`src/rtl/hsclk_div_m.sv`:
```
// -----------------------------------------------------------------------------
// hsclk_div_m
//
// Programmable divider for the high-speed clock. Produces the divided clock
// that feeds the CPU clock selector. The divide ratio comes from the two
// clock-divider bits of the CPLD map register. That request is asynchronous to
// hsclk, so it is synchronised first. It is then applied only on the
// high->low edge of clkout, so every period (low phase then high phase) runs
// entirely at one ratio and no runt phase can appear.
//
//   phase length = active_sel + 1 hsclk cycles, period = 2 * (active_sel + 1)
//
// Optional feature, enabled by defining HSCLK_DIV_STRETCH_EN:
//   stretch=1 at the end of a low phase holds clkout low. clkout then rises
//   normally, with rise_stb, on the first cycle where stretch=0. The high phase
//   is never stretched. Without the macro the stretch port is ignored.
//
// Parameters:
//   DIV_SEL_SZ  width of the divide-select input
//   CNT_SZ      width of the phase counter, must be >= DIV_SEL_SZ
//
// Ports:
//   hsclk       in   high-speed source clock, all flops clock on its rising edge
//   resetb      in   asynchronous active-low reset
//   div_sel     in   requested ratio, asynchronous to hsclk
//   stretch     in   hold-low request (optional feature only)
//   clkout      out  divided clock, registered, 50% duty cycle
//   rise_stb    out  high during the first hsclk cycle of each clkout high phase
//   div_busy    out  a synchronised ratio request is waiting to be applied
//   active_sel  out  ratio currently in force
// -----------------------------------------------------------------------------
module hsclk_div_m #(
    parameter int DIV_SEL_SZ = 2,
    parameter int CNT_SZ     = 2
) (
    input  logic                  hsclk,
    input  logic                  resetb,
    input  logic [DIV_SEL_SZ-1:0] div_sel,
    input  logic                  stretch,
    output logic                  clkout,
    output logic                  rise_stb,
    output logic                  div_busy,
    output logic [DIV_SEL_SZ-1:0] active_sel
);

    logic [DIV_SEL_SZ-1:0] sync1_q, sync1_d;
    logic [DIV_SEL_SZ-1:0] sync2_q, sync2_d;
    logic [DIV_SEL_SZ-1:0] active_sel_q, active_sel_d;
    logic [CNT_SZ-1:0]     cnt_q, cnt_d;
    logic                  clkout_q, clkout_d;
    logic                  rise_stb_q, rise_stb_d;
    logic                  div_busy_q, div_busy_d;

    logic                  phase_end;
    logic                  hold_low;

`ifndef HSCLK_DIV_STRETCH_EN
    // The port stays on the boundary so both builds share one pin list.
    logic unused_stretch;
    assign unused_stretch = stretch;
`endif

    always_comb begin
        // NOTE: every signal driven here gets a default first, so no path can
        // leave one unassigned and turn it into a latch.
        sync1_d      = div_sel;
        sync2_d      = sync1_q;
        clkout_d     = clkout_q;
        cnt_d        = cnt_q + CNT_SZ'(1);
        rise_stb_d   = 1'b0;
        active_sel_d = active_sel_q;
        hold_low     = 1'b0;

        // The counter never passes active_sel: active_sel only changes when
        // cnt is cleared, so the equality below is the only wrap point.
        phase_end = (cnt_q == CNT_SZ'(active_sel_q));

`ifdef HSCLK_DIV_STRETCH_EN
        // Only a low phase can be extended. The high phase is always exact.
        hold_low = stretch && !clkout_q;
`endif

        if (phase_end) begin
            if (hold_low) begin
                cnt_d = cnt_q;
            end else begin
                clkout_d   = ~clkout_q;
                cnt_d      = '0;
                // The strobe is registered alongside clkout, so both read 1
                // in the same cycle.
                rise_stb_d = ~clkout_q;
                // Apply a new ratio only as the high phase ends. The next
                // low and high phases then share the same length.
                if (clkout_q) begin
                    active_sel_d = sync2_q;
                end
            end
        end

        // The flag compares against the ratio currently in force. It
        // therefore drops one cycle after the request is applied.
        div_busy_d = (sync2_q != active_sel_q);
    end

    // NOTE: state is updated with non-blocking assignments only, so every flop
    // samples the pre-edge value of every other flop.
    always_ff @(posedge hsclk or negedge resetb) begin
        if (!resetb) begin
            sync1_q      <= '0;
            sync2_q      <= '0;
            active_sel_q <= '0;
            cnt_q        <= '0;
            clkout_q     <= 1'b0;
            rise_stb_q   <= 1'b0;
            div_busy_q   <= 1'b0;
        end else begin
            sync1_q      <= sync1_d;
            sync2_q      <= sync2_d;
            active_sel_q <= active_sel_d;
            cnt_q        <= cnt_d;
            clkout_q     <= clkout_d;
            rise_stb_q   <= rise_stb_d;
            div_busy_q   <= div_busy_d;
        end
    end

    assign clkout     = clkout_q;
    assign rise_stb   = rise_stb_q;
    assign div_busy   = div_busy_q;
    assign active_sel = active_sel_q;

endmodule

```
`config.mk`:
```
export PLATFORM = sky130hd
export DESIGN_NAME = hsclk_div_m
export DESIGN_NICKNAME = d
export VERILOG_FILES = /design/src/rtl/hsclk_div_m.sv
export SDC_FILE = /design/constraint.sdc
export NUM_CORES = 1
export LEC_CHECK = 0
export ABC_CLOCK_PERIOD_IN_PS = 1200
export CORE_AREA = 5 5 42 44
export CTS_CLUSTER_SIZE = 14
export DETAILED_ROUTE_END_ITERATION = 8
export DIE_AREA = 0 0 47 49
export GPL_TIMING_DRIVEN = 0
export PLACE_DENSITY_LB_ADDON = 0.12
export SLEW_MARGIN = 20
export SYNTH_ARGS = -nofsm -noshare
export SYNTH_HDL_FRONTEND = slang
export SYNTH_SLANG_ARGS = --single-unit
```
`constraint.sdc`:
```
create_clock -name hsclk -period 1.2 [get_ports hsclk]
set_input_delay 0.12 -clock hsclk [delete_from_list [all_inputs] [get_ports hsclk]]
set_output_delay 0.12 -clock hsclk [all_outputs]
set_load 0.005 [all_outputs]
```
==> reports/results.txt <==
GPL Wtd Cong -> 0.619
Ys Warns -> 0
Clock Tree Buf Depth -> 2
DRC marker count from the first detailed-route iteration -> 2
Synth cell types -> 15
largest net degree at the start of global routing -> 12
Syn Area/Cell -> 12.4 sq um
remaining antenna violation count -> 0
ant diodes -> 0
Switching Share -> 36.5%
routed len/inst -> 11.5 microns
Seq cells post-synth -> 11
WP data arrival -> 1.33 ns
TritonRoute pass-1 iters -> 2
crit-path cells -> buf_2 -> xor2_4 -> o21ai_0 -> a21boi_1
Switch Pwr -> 0.000550 W
WS Path Type -> reg2reg
post-layout min period -> 1.14 ns
CP Buf/Inv Count -> 1
leakage -> 0.273 nW
Tot GR Track Use -> 7.51%
worst hold path class -> in2async
Fin Setup TNS -> 0 ns
vias in the first global route -> 301
outcome -> completed
CP required -> 1.39 ns
endpoints failing setup -> 0
worst skew pair latency -> 0.26 ns
CP startpoint kind -> register
crit share post-route -> 94.8%
Sink Count -> 11
grt ovf -> 0
Internal Power -> 0.000956 W
initial antenna violation count -> 0
Initial Utilization -> 31.8%
Setup crit end kind -> register
sequential power share -> 39.2%
clock share of power -> 16.5%
# IOs -> 10
relative max-transition margin -> 68.5%
PwrDens -> 2450 mW/mm^2
vias per inst -> 4.53
Max Slew Vio Count -> 0
total number of vias -> 299
drt drc -> 0
critical path's largest stage delay -> 0.37 ns
Post-Syn Area -> 445 sq um
crit path from -> active_sel[0]
synthesized net count -> 41
die width -> 47 microns
Fin. Hold Viols -> 0
Critical Path Slowest Stage Cell -> dfrtp_1
Rows -> 14
worst r2r src -> active_sel[0]
synth-to-layout area growth -> 37.9%
first-pass GRT wire length -> 1190 microns
Final #Nets -> 56
H-tree levels -> 1
final WL -> 757 microns
Top Family by Delay on Critical Path -> flip-flops
Root Driver -> clkbuf_4
CTS Buf Count -> 3
worst-path fanout max -> 7
clk_skew -> 0.00137 ns
Cells after Synth -> 36
RSZ-0062 raised after global routing -> true
Fmax -> 879 MHz
clock slew at reported path FFs -> 0.07 ns
peak supply drop -> 0.868 mV
area of the core -> 0.00140 sq mm
CTS tree -> done
I/O Buffers -> 8
post-layout total power -> 0.00151 W
die height -> 49 microns
Max Cap Viol -> 0
Slew @ Worst Pin -> 0.471 ns
die area -> 0.00230 sq mm
Logic pwr share -> 44.4%
Worst Reg-to-Reg Cells -> 4
share of layout cells above drive strength 1 -> 26.0%
WP depth -> 4
register area share after synthesis -> 61.8%
state kept, by name, indices dropped and copies added, names as in the netlist:
signal	flops
rise_stb	1
clkout	1
active_sel	2
div_busy	1
sync1_q	2
sync2_q	2
cnt_q	2
cells by family after synthesis:
group / count (synthesis) / share of synthesized area [%]
buffers and inverters: 2 / 1.96
AOI/OAI and AO/OA: 8 / 12.4
xor gates and xnor gates: 4 / 11.2
DFF: 11 / 61.8
muxes: 1 / 2.25
and+or+nand+nor: 10 / 10.4
per-stage QoR:
stage | utilization, % | hold WS [ns] | std cells | area, sq um | setup WS [ns]
final | 43.8 | 0.174 | 66 | 614 | 0.0620
after global placement | 38.9 | 0.335 | 60 | 546 | 0.101
after detailed placement | 38.9 | 0.343 | 60 | 546 | 0.0783
after global routing | 43.8 | 0.214 | 66 | 614 | -0.000575
after CTS | 42.0 | 0.182 | 66 | 588 | 0.0151
after floorplan | - | -0.176 | 36 | 445 | 0.147
cells in the mapped netlist (all sizes together):
| cell | number | area [sq um] |
|---|---|---|
| buf | 1 | 5.00 |
| inv | 1 | 3.75 |
| mux2i | 1 | 10.0 |
| dfrtp | 11 | 275 |
| xnor2 | 2 | 17.5 |
| xor2 | 2 | 32.5 |
| a2bb2oi | 1 | 15.0 |
| a21boi | 1 | 7.51 |
| nor2 | 3 | 11.3 |
| nand2b | 3 | 18.8 |
| a21o | 1 | 7.51 |
| nand2 | 3 | 11.3 |
| nor3 | 1 | 5.00 |
| o21ai | 5 | 25.0 |
placed cells by master (no fill, tap or decap), types with 3 or more instances in the layout:
| cell type | count |
|---|---|
| clkbuf_4 | 3 |
| clkdlybuf4s50_1 | 3 |
| dfrtp_1 | 9 |
| dlygate4sd2_1 | 5 |
| nand2_1 | 3 |
| nand2b_1 | 3 |
| nor2_1 | 3 |
what timing repair did:
| item | 4_1_cts | 5_1_grt |
|---|---|---|
| setup endpoints to repair | 5 | 3 |
| resized for setup | 8 | 4 |
| pin swaps | 0 | 0 |
| buffers inserted | 2 | 0 |
| hold buffers | 0 | 0 |
power by group through the flow:
| stage | registers (W) | clock network (W) | logic, W |
|---|---|---|---|
| 3_3_place_gp | 0.000608 | 0 | 0.000541 |
| 2_1_floorplan | 0.000601 | 0 | 0.000337 |
| 3_5_place_dp | 0.000611 | 0 | 0.000555 |
| 6_report | 0.000590 | 0.000248 | 0.000668 |
| 5_1_grt | 0.000602 | 0.000273 | 0.000740 |
| 4_1_cts | 0.000569 | 0.000261 | 0.000616 |
per-layer routing:
metal | track usage, % | share of wire [%] | up-vias
met5 | 0 | 0 | -
met2 | 10.9 | 50 | 7
li1 | - | - | 145
met4 | 6.91 | 0 | 0
met3 | 2.21 | 6.3 | 0
met1 | 8.29 | 43 | 147
final timing paths:
kind                                 end  slack [ns]
max                        active_sel[1]        0.06
min                        active_sel[0]        0.17
max reg2reg                active_sel[1]        0.06
min reg2reg                   sync2_q[0]        0.36
max in group asynchronous  active_sel[1]        0.68
min in group hsclk            sync1_q[0]        0.29
cell type report:
| class | instances | area [sq um] |
|---|---|---|
| Fill cell | 146 | 787 |
| Sequential cell | 11 | 278 |
| Multi-Input combinational cell | 23 | 193 |
| Timing Repair Buffer | 10 | 88.8 |
| Clock buffer | 4 | 26.3 |
| Tap cell | 16 | 20.0 |
| Buffer | 1 | 5.00 |
| Inverter | 1 | 3.75 |
No activity file was read; power rests on OpenSTA's default activity.
